**src/rtl/ervp_cache_access_frontend.sv**
```systemverilog
// Front end of the cache core controller: issues core accesses to the cache, buffers read responses
// under a credit limit and serialises region control commands behind all in-flight reads.
module ervp_cache_access_frontend #(
   parameter int BW_ADDR              = 32,
   parameter int BW_ACCESS            = 32,
   parameter int RESP_DEPTH           = 4,
   parameter int BW_CACHE_CONTROL_CMD = 2
) (
   input  logic                            clk,
   input  logic                            rstnn,
   input  logic                            clear,
   input  logic                            enable,
   output logic                            busy,
   output logic                            rqready,
   input  logic                            rqvalid,
   input  logic [BW_ADDR-1:0]              rqaddr,
   input  logic                            rqwrite,
   input  logic [BW_ACCESS/8-1:0]          rqwstrb,
   input  logic [BW_ACCESS-1:0]            rqwdata,
   input  logic                            ryready,
   output logic                            ryvalid,
   output logic [BW_ACCESS-1:0]            ryrdata,
   output logic                            creq_ready,
   input  logic                            creq_valid,
   input  logic [BW_CACHE_CONTROL_CMD-1:0] creq_command,
   input  logic [BW_ADDR-1:0]              creq_start,
   input  logic [BW_ADDR-1:0]              creq_last,
   input  logic                            control_ready,
   output logic                            control_valid,
   output logic [BW_CACHE_CONTROL_CMD-1:0] control_command,
   output logic [BW_ADDR-1:0]              control_region_start,
   output logic [BW_ADDR-1:0]              control_region_last,
   input  logic                            access_cqready,
   output logic                            access_cqvalid,
   output logic [BW_ADDR-1:0]              access_cqaddr,
   output logic                            access_cqwrite,
   output logic [BW_ACCESS/8-1:0]          access_cqwstrb,
   output logic [BW_ACCESS-1:0]            access_cqwdata,
   input  logic                            access_cyvalid,
   input  logic [BW_ACCESS-1:0]            access_cyrdata,
   output logic                            resp_overflow
);

   localparam int BW_CNT = $clog2(RESP_DEPTH) + 1;
   localparam int BW_PTR = $clog2(RESP_DEPTH);
   localparam logic [BW_CNT:0]   DEPTH_SUM  = (BW_CNT+1)'(RESP_DEPTH);
   localparam logic [BW_CNT-1:0] DEPTH_FULL = BW_CNT'(RESP_DEPTH);

   typedef enum logic [1:0] {S_RUN, S_DRAIN, S_CTRL} state_t;

   state_t               state, state_next;
   logic [BW_CNT-1:0]    outstanding, outstanding_next, fifo_count;
   logic [BW_CNT:0]      credit_sum;
   logic                 credit, go, rd_accept, creq_accept, push, pop, fifo_full;
   logic [BW_PTR-1:0]    wr_ptr, rd_ptr;
   logic [BW_ACCESS-1:0] fifo_mem [RESP_DEPTH];

   // Reads in flight plus buffered responses may never exceed the FIFO size
   assign credit_sum = {1'b0, outstanding} + {1'b0, fifo_count};
   assign credit     = credit_sum < DEPTH_SUM;
   assign fifo_full  = fifo_count == DEPTH_FULL;

   assign access_cqvalid = rqvalid & go;
   assign rqready        = access_cqready & go;
   assign access_cqaddr  = rqaddr;
   assign access_cqwrite = rqwrite;
   assign access_cqwstrb = rqwstrb;
   assign access_cqwdata = rqwdata;

   assign rd_accept   = access_cqvalid & access_cqready & ~rqwrite;
   assign creq_accept = creq_ready & creq_valid;
   assign push        = access_cyvalid & ~fifo_full;
   assign pop         = ryvalid & ryready;
   assign ryvalid     = fifo_count != '0;
   assign ryrdata     = fifo_mem[rd_ptr];
   assign busy        = (state != S_RUN) | (outstanding != '0) | (fifo_count != '0);

   always_comb begin
      outstanding_next = outstanding;
      if (rd_accept & ~access_cyvalid)
         outstanding_next = outstanding + 1'b1;
      else if (~rd_accept & access_cyvalid & (outstanding != '0))
         outstanding_next = outstanding - 1'b1;
   end

   always_comb begin
      state_next    = state;
      go            = 1'b0;
      creq_ready    = 1'b0;
      control_valid = 1'b0;
      case (state)
         S_RUN: begin
            go         = enable & ~creq_valid & (rqwrite | credit);
            creq_ready = enable;
            if (creq_valid & enable)
               state_next = S_DRAIN;
         end
         // Leave as soon as the last read response lands, not a cycle later
         S_DRAIN: begin
            if (outstanding_next == '0)
               state_next = S_CTRL;
         end
         S_CTRL: begin
            control_valid = 1'b1;
            if (control_ready)
               state_next = S_RUN;
         end
         default: state_next = S_RUN;
      endcase
   end

   always_ff @(posedge clk or negedge rstnn) begin
      if (!rstnn) begin
         state                <= S_RUN;
         outstanding          <= '0;
         fifo_count           <= '0;
         wr_ptr               <= '0;
         rd_ptr               <= '0;
         resp_overflow        <= 1'b0;
         control_command      <= '0;
         control_region_start <= '0;
         control_region_last  <= '0;
      end else if (clear) begin
         state                <= S_RUN;
         outstanding          <= '0;
         fifo_count           <= '0;
         wr_ptr               <= '0;
         rd_ptr               <= '0;
         resp_overflow        <= 1'b0;
         control_command      <= '0;
         control_region_start <= '0;
         control_region_last  <= '0;
      end else begin
         state       <= state_next;
         outstanding <= outstanding_next;
         if (push)
            wr_ptr <= wr_ptr + 1'b1;
         if (pop)
            rd_ptr <= rd_ptr + 1'b1;
         case ({push, pop})
            2'b10:   fifo_count <= fifo_count + 1'b1;
            2'b01:   fifo_count <= fifo_count - 1'b1;
            default: fifo_count <= fifo_count;
         endcase
         if (access_cyvalid & fifo_full)
            resp_overflow <= 1'b1;
         if (creq_accept) begin
            control_command      <= creq_command;
            control_region_start <= creq_start;
            control_region_last  <= creq_last;
         end
      end
   end

   always_ff @(posedge clk) begin
      if (push)
         fifo_mem[wr_ptr] <= access_cyrdata;
   end

endmodule

```
**config.mk**
```make
export PLATFORM = sky130hd
export DESIGN_NAME = ervp_cache_access_frontend
export DESIGN_NICKNAME = d
export VERILOG_FILES = /design/src/rtl/ervp_cache_access_frontend.sv
export SDC_FILE = /design/constraint.sdc
export NUM_CORES = 1
export LEC_CHECK = 0
export BUFFER_PORTS_ARGS = -buffer_cell sky130_fd_sc_hd__buf_2
export CAP_MARGIN = 20
export CORE_MARGIN = 2
export CORE_UTILIZATION = 48
export CTS_CLUSTER_SIZE = 25
export DETAILED_ROUTE_END_ITERATION = 16
export PLACE_DENSITY_LB_ADDON = 0.1
export SYNTH_ARGS = -nofsm -noshare
export SYNTH_HDL_FRONTEND = slang
export SYNTH_SLANG_ARGS = --single-unit
```
**constraint.sdc**
```tcl
create_clock -name clk -period 2.3 [get_ports clk]
set_input_delay 0.23 -clock clk [delete_from_list [all_inputs] [get_ports clk]]
set_output_delay 0.23 -clock clk [all_outputs]
set_load 0.02 [all_outputs]
```
### Word level (Yosys, flattened, before mapping)

Memories as Yosys holds them, arrays and structs flattened.
Index checks and enable logic that the tools add are counted.

* memory bits (writable): 128
* input bits: 177
* output and inout port bits: 174
* word-level logic and storage cells: 86
* memories kept: 1
* register bits after elaboration: 79

Memories
* fifo_mem: depth 4, width 32, rd ports 1, clocked after memory_dff 0, write ports 1, line 56 `logic [BW_ACCESS-1:0] fifo_mem [RESP_DEPTH];`

* reductions and logical operators: 11
* eq/ne operators: 8
* magnitude comparators: 1
* bitwise operators: 22
* $add $sub $neg: 7
* muxes and demuxes: 27

Operators with widths (number)
* $mux W32: 4
* $mux W2: 10
* $and A1 B1 Y1: 14
* $mux W3: 4
* $reduce_bool A2 Y1: 5
* $ne A3 B3 Y1 const B: 3
* $reduce_bool A3 Y1: 3
* $mux W1: 7
* $add A3 B1 Y3 const B: 2
* $pmux W2 S3: 1
* $pmux W3 S2: 1
* $sub A3 B1 Y3 const B: 2
* $not A1 Y1: 5
* $add A2 B1 Y2 const B: 2
* $add A3 B3 Y4: 1
* $eq A2 B1 Y1 const B: 2
* $eq A2 B2 Y1 const B: 2
* $lt A4 B3 Y1 const B: 1
* $eq A3 B3 Y1 const B: 1
* $logic_not A3 Y1: 1
* $or A1 B1 Y1: 3
* $reduce_and A3 Y1: 1
* $logic_not A2 Y1: 1

### Logic depth before layout (Yosys ltp)

Gate-level depths: netlist of the first run.

* depth in word-level cells: 17
* depth in mapped cells: 9
* mapped depth without buffers: 8

### Least setup slack after synthesis of the first run

OpenSTA, ideal clock, no wires.

* path kind: register -> register
* start: register fifo_count[0]
* end: register fifo_count[1]
* setup slack: 0.286 ns
* buffers on the path: 1
* data arrival time: 1.882 ns
* clock period less this slack: 2.014 ns
* cell stages (with the launch flop): 8
* setup time: 0.132 ns
* path through: dfrtp_1 > or3b_4 > and2_1 > buf_6 > nor2_1 > fa_1 > mux2i_1 > nor2_1

* word-level cells in the longest chain between the ends: 6
* elaborated cells between the ends (all ways): 12
* classes of those cells: add/sub (2); eq/ne (3); mux (2); bitwise (3); reduce/logical (2)

Ends and longest elaborated chain
* start, declared: line 52 `logic [BW_CNT-1:0] outstanding, outstanding_next, fifo_count;`
* start signal, assigned: line 141 `2'b10: fifo_count <= fifo_count + 1'b1;`
* start signal, assigned: line 142 `2'b01: fifo_count <= fifo_count - 1'b1;`
* start signal, assigned: line 143 `default: fifo_count <= fifo_count;`
* $eq A3 B3 Y1: line 61 `assign fifo_full = fifo_count == DEPTH_FULL;`
* $not A1 Y1: line 72 `assign push = access_cyvalid & ~fifo_full;`
* $and A1 B1 Y1: line 72
* $eq A2 B1 Y1 / $eq A2 B2 Y1 (equally long branches): line 140 `case ({push, pop})`
* $pmux W3 S2: line 140
* $mux W3: line 123 `end else if (clear) begin`

Several ways; a longest one is shown, not always the timed one.
A chain may end at the register's enable or synchronous reset.

### Worst setup path after layout of the first run

* start: register fifo_count[0]
* end: output port busy

* word-level cells in the longest chain between the ends: 2

Ends and longest elaborated chain
* $reduce_bool A3 Y1: line 76 `assign busy = (state != S_RUN) | (outstanding != '0) | (fifo_count != '0);`
* $or A1 B1 Y1: line 76
* end, declared: line 13 `output logic busy,`

No other way between the ends.

==> results of run 1 <==
[layout make-up]
class                           count  share of cell area (%)
Clock buffer                       27                    4.97
Clock inverter                      9                   0.839
Inverter                            5                   0.170
Multi-Input combinational cell    184                    18.6
Sequential cell                   207                    52.8
Tap cell                          225                    2.55
Timing Repair Buffer              324                    20.0
[Yosys cell counts (4+ instances only)]
library cell  count
a21oi_1           5
a22o_1           66
a31oi_1           4
and2_1            4
and3_1            6
buf_2             8
buf_4            69
clkbuf_1         16
dfrtp_1          79
edfxtp_1        128
ha_1              9
inv_1             5
mux2i_1           4
mux4_2           32
nand2_1           4
nor2_1           17
[where the power goes]
group	total (W)	switching [W]	internal (W)
Clock	0.00320	0.00130	0.00190
Sequential	0.00456	0.000178	0.00438
Combinational	0.00286	0.00154	0.00132
Total	0.0106	0.00302	0.00759
[registers in the layout, indices dropped and copies added (netlist names)]
signal,cells
control_command,2
control_region_last,32
control_region_start,32
fifo_count,3
fifo_mem,128
outstanding,3
rd_ptr,2
resp_overflow,1
state,2
wr_ptr,2
[critical path, cell delays in order, from the launching register on]
cell and delay (ns):
dfrtp_1 0.39, buf_6 0.14, or3_4 0.40, or4_4 0.44
buf_6 0.15
[routing by layer]
metal | track usage (%) | up-vias | wire (um)
met3 | 10.4 | 28 | 2420
met1 | 27.3 | 2567 | 7850
li1 | - | 2323 | -
met2 | 33.4 | 278 | 9380
met4 | 5.03 | 0 | 330
met5 | 0 | - | 0
[worst max-delay path by stage]
stage | start | end | slack (ns) | cells past startpoint
3_3_place_gp | fifo_count[2] | state[1] | 0.23 | 6
6_report | fifo_count[0] | busy | 0.07 | 4
4_1_cts | fifo_count[2] | access_cqvalid | 0.002 | 6
2_1_floorplan | fifo_count[0] | fifo_count[1] | 0.29 | 7
5_1_grt | fifo_count[1] | access_cqvalid | -0.004 | 6
3_5_place_dp | fifo_count[2] | state[1] | 0.16 | 6
[repair_timing]
| action | in CTS | in global routing |
|---|---|---|
| endpoints found under the setup margin | 3 | 3 |
| hold buffers | 96 | 0 |
| gates resized for setup | 6 | 8 |
| hold endpoints to repair | 240 | 0 |
| buffers inserted | 0 | 4 |
| pin swaps | 0 | 1 |
| cloned | 0 | 0 |
[through the flow]
stage	hold WS, ns	instance area (um2)
CTS	0.00857	11000
floorplan	-0.0656	8460
finish	0.0278	11000
detailed placement	0.307	9350
global route	0.0248	11000
global placement	0.304	9350
[kinds of logic (layout without fill, tap and decap cells)]
group / after synthesis / after routing
flops: 207 / 207
fa+ha+maj: 10 / 10
mux: 38 / 38
buf+inv: 99 / 365
compound gates: 81 / 81
simple gates: 48 / 48
xor+xnor: 7 / 7
==> results.py, run 1 <==
metrics = {
    "clock_tree": {
        "path_clk_slew_ns": 0.06,
        "ctsRootBufferMaster": "clkbuf_16",
        "htree_levels": 1,
        "cts.sinks": 207,
        "clock_latency_ns": 0.49,
        "clock_path_buffers": 3,
        "numCtsBuffers": 21,
        "cts_tree": "built",
    },
    "critical_path": {
        "cp-start-kind": "register",
        "cp-end-kind": "primary output",
        "crit_required_ns": 2.07,
        "reg2reg_to": "fifo_count[2]",
        "rrSetupSlack_ns": 0.23,
        "regToRegStartpoint": "fifo_count[2]",
        "critPathKind": "register to primary output",
        "worstPathMaxFanout": 6,
        "critPathArrivalTime_ns": 2.00,
        "rr_worst_depth": 9,
    },
    "floorplanning": {
        "core_um2": 17200,
        "die_x_um": 137,
        "rows": 48,
        "start_util_pct": 49.1,
        "die-area_um2": 18700,
        "ios": 351,
        "die_h_um": 137,
    },
    "layout": {
        "instances_no_fill": 981,
        "layout_common_cells": "buf_2, edfxtp_1, dlygate4sd3_1",
        "antenna_cells": 0,
        "fillers": 1271,
        "areaGrowthSynthToFinish_pct": 30.5,
        "final_common_cell": "buf_2",
        "seq_area_um2": 5830,
        "final_util_pct": 64.0,
        "drive_above_1_share_pct": 40.9,
        "finalNetCount": 930,
        "multi_input_area_um2": 2060,
    },
    "timing": {
        "max-slew-margin-rel_pct": 42.3,
        "worst_slew_pin_slew_ns": 0.865,
        "skew_ns": 0.0102,
        "max_freq_mhz": 448,
        "period_share_pct": 97.1,
        "final_max_slew_viol_count": 0,
        "hold_viol_final": 0,
        "setup_slack_ns": 0.0658,
        "setup_viol": 0,
        "setup-tns-final_ns": 0,
        "fin_crit_ns": 2.23,
    },
    "synth": {
        "yosysTopAreaCellShare_pct": 45.5,
        "netlist-cell-type-count": 40,
        "synth_cells": 490,
        "synth-seq-area-share_pct": 68.8,
        "synthSimpleGateAreaFrac_pct": 3.40,
        "ys_ff_latch": 207,
        "synthXorXnorAreaFrac_pct": 0.947,
        "postSynthAreaPerCell_um2": 17.3,
        "synth_enable_flop_cells": 128,
        "syn_area_um2": 8460,
        "synthMuxAreaShare_pct": 9.44,
        "synth_compound_area_share_pct": 8.14,
        "synth_area_leaders": "edfxtp_1, dfrtp_1, mux4_2",
        "ys.flop_type": "edfxtp_1",
        "synth_area_leader_cell": "edfxtp_1",
        "ys_warn_count": 0,
        "syn_nets": 677,
        "synthAdderAreaFrac_pct": 1.57,
        "async_flop_share_pct": 38.2,
        "synth_top_family_by_area": "multiplexers",
    },
    "grt": {
        "grt_overflow": 0,
        "antenna_found_initial": 0,
        "grt_use_total_pct": 21.5,
        "grt_max_degree": 66,
        "grt_pass1_wl_mm": 30.1,
        "grt_pass1_vias": 5493,
    },
    "job": {
        "cap_violations": 0,
    },
    "place": {
        "io_buffers": 214,
        "dp.cells": 845,
        "dp_hpwl_mm": 13.2,
        "place_congestion": 0.773,
        "dp_slack_ns": 0.156,
    },
    "drt": {
        "ant_nets": 0,
        "wire_per_inst_um": 20.4,
        "drt_first_iter_violations": 233,
        "firstDrtPassIters": 4,
        "drcViolationCount": 0,
        "routed_via_density": 5.30,
        "wl_mm": 20.0,
        "vias": 5196,
    },
    "power": {
        "power.total_w": 0.0106,
        "power_density_nw_per_um2": 962,
        "ir_drop_uv": 577,
        "leakagePower_nw": 4.71,
    },
    "min_path": {
        "holdPathEnd": "control_region_start[23]",
        "hp-class": "primary input to register",
        "hold_start": "creq_start[23]",
        "whs_path_depth": 2,
    },
    "outcome": {
        "outcome": "completed",
    },
}
(Power assumes the default switching activity.)
==> run 2: changes to the inputs <==
ABC_AREA = 1   (was default)
CORE_UTILIZATION = 49   (was 48)
==> run 2 against run 1 <==
Register-to-register slack gained 0.08 ns. Area after synthesis grew 5.2%. Sequential cell count stayed put. Critical path depth grew 3. Clock power up 8.7%. Global-route usage up 0.54 points.
==> results.py, run 2 <==
metrics = {
    "clock_tree": {
        "path_clk_slew_ns": 0.06,
        "ctsRootBufferMaster": "clkbuf_16",
        "cts_tree": "built",
        "numCtsBuffers": 21,
        "clock_latency_ns": 0.50,
        "cts.sinks": 207,
        "clock_path_buffers": 3,
        "htree_levels": 1,
    },
    "critical_path": {
        "worstPathMaxFanout": 5,
        "rr_worst_depth": 9,
        "cp-end-kind": "primary output",
        "endpoint": "rqready",
        "reg2reg_to": "fifo_count[2]",
        "crit_required_ns": 2.07,
        "cp-start-kind": "register",
        "rrSetupSlack_ns": 0.31,
        "critPathArrivalTime_ns": 1.98,
        "critPathKind": "register to primary output",
        "critPathLaunch": "outstanding[2]",
        "regToRegStartpoint": "fifo_count[0]",
    },
    "layout": {
        "finalNetCount": 1229,
        "layout_common_cells": "buf_2, o21ai_0, edfxtp_1",
        "areaGrowthSynthToFinish_pct": 29.8,
        "final_common_cell": "buf_2",
        "reg.largest.list": "fifo_mem x128, control_region_last x32, control_region_start x32",
        "largest_reg_flops": 128,
        "antenna_cells": 0,
        "fillers": 1399,
        "regMostFlops": "fifo_mem",
        "drive_above_1_share_pct": 27.5,
    },
    "synth": {
        "netlist-cell-type-count": 33,
        "syn_nets": 989,
        "yosysMostFrequentCell": "o21ai_0",
        "yosysTopAreaCellShare_pct": 43.2,
        "synth-seq-area-share_pct": 65.5,
        "syn_area_um2": 8890,
        "ys.flop_type": "edfxtp_1",
        "ys_top_cells_by_count": "o21ai_0, edfxtp_1, inv_1",
        "ys_warn_count": 0,
        "postSynthAreaPerCell_um2": 11.1,
        "synth_area_leader_cell": "edfxtp_1",
        "async_flop_share_pct": 38.2,
        "synth_enable_flop_cells": 128,
        "synth_area_leaders": "edfxtp_1, dfrtp_1, o21ai_0",
        "ys_ff_latch": 207,
        "synth_cells": 802,
    },
    "timing": {
        "period_share_pct": 96.2,
        "max_freq_mhz": 452,
        "setup_slack_ns": 0.0881,
        "worst_slew_pin_slew_ns": 0.637,
        "skew_ns": 0.00730,
        "setup_viol": 0,
        "max-slew-margin-rel_pct": 57.5,
        "fin_crit_ns": 2.21,
        "hold_viol_final": 0,
        "whs_ns": 0.0136,
        "final_max_slew_viol_count": 0,
    },
    "power": {
        "leakagePower_nw": 5.00,
        "power_density_nw_per_um2": 969,
        "ir_drop_uv": 594,
    },
    "grt": {
        "antenna_found_initial": 0,
        "grt_max_degree": 67,
        "grt_use_total_pct": 22.0,
        "grt_pass1_vias": 6893,
        "grt_pass1_wl_mm": 34.3,
        "grt_overflow": 0,
    },
    "place": {
        "place_congestion": 0.886,
        "dp_slack_ns": 0.324,
        "dp_hpwl_mm": 13.5,
        "io_buffers": 214,
    },
    "drt": {
        "drcViolationCount": 0,
        "wl_mm": 21.7,
        "firstDrtPassIters": 4,
        "vias": 6715,
        "ant_nets": 0,
        "wire_per_inst_um": 16.8,
        "drt_first_iter_violations": 326,
        "routed_via_density": 5.22,
    },
    "min_path": {
        "hp-class": "primary input to register",
        "whs_path_depth": 3,
    },
    "floorplanning": {
        "die-area_um2": 19200,
        "start_util_pct": 49.7,
        "ios": 351,
        "die_x_um": 139,
        "die_h_um": 139,
        "core_um2": 17900,
        "rows": 49,
    },
    "job": {
        "cap_violations": 0,
    },
    "outcome": {
        "outcome": "completed",
    },
}
run 2: changes by cell type after synthesis, sizes merged, moves of 32 or more:
cell | before | now
a22o | 66 | 0
nand3 | 2 | 78
nor2 | 17 | 83
o22ai | 1 | 33
mux4 | 32 | 0
o21ai | 0 | 138
inv | 5 | 98
run 2: worst min path at each step:
stage | startpoint | end | slack [ns]
4_1_cts | creq_start[1] | control_region_start[1] | 0.0003
5_1_grt | creq_start[1] | control_region_start[1] | 0.008
3_5_place_dp | rstnn | state[1] | 0.31
6_report | creq_start[1] | control_region_start[1] | 0.01
2_1_floorplan | rstnn | control_command[0] | -0.07
3_3_place_gp | rstnn | state[1] | 0.29
run 2: routing by layer:
layer	vias up	wire, um	share of wire [%]	track usage (%)
met5	-	0	0	0
met4	0	489	2.3	7.18
met3	42	1810	8.4	6.49
met2	299	11000	51	38.1
met1	3230	8330	38	26.6
li1	3144	-	-	-
run 2: area by class of cell:
class,instances,area [um2],area share (%)
Inverter,98,369,3.20
Timing Repair Buffer,328,2290,19.9
Multi-Input combinational cell,386,2060,17.9
Clock inverter,11,149,1.29
Tap cell,229,287,2.48
Clock buffer,27,558,4.83
Sequential cell,207,5820,50.5
run 2: critical path, cell delays in order (launching register included):
cell     delay (ns)
dfrtp_2        0.44
ha_1           0.32
nor2_2         0.09
nand3_2        0.12
a21oi_4        0.16
inv_1          0.07
nor2_2         0.15
buf_6          0.15
run 2: cell families after synthesis:
family          synth area share (%)
xor+xnor                       0.479
fa+ha+maj                       1.49
simple gates                    9.85
compound gates                  10.8
buf+inv                         11.9
flops                           65.5
run 2: per-stage QoR:
step	cells	power (W)	utilization (%)	instance area, um2	TNS (ns)
final	1286	0.0112	64.5	11500	0
after global routing	1286	0.0118	64.5	11500	-0.0247
after CTS	1285	0.0112	64.3	11500	0
after detailed placement	1152	0.00761	55.0	9850	0
after global placement	1152	0.00752	55.0	9850	0
after floorplan	802	0.00667	-	8890	-19.22
run 2: power breakdown:
part,switching [W],total (W),internal [W],leakage [nW]
registers,0.000224,0.00462,0.00440,2.20
clock network,0.00140,0.00348,0.00207,0.332
logic,0.00201,0.00309,0.00108,2.46
run 2: what timing repair did:
| item | 4_1_cts | 5_1_grt |
|---|---|---|
| endpoints found under the hold margin | 238 | 0 |
| buffers inserted | 0 | 1 |
| gates resized for setup | 1 | 8 |
| hold buffers | 95 | 0 |
| endpoints found under the setup margin | 1 | 6 |
| pin swaps | 0 | 0 |
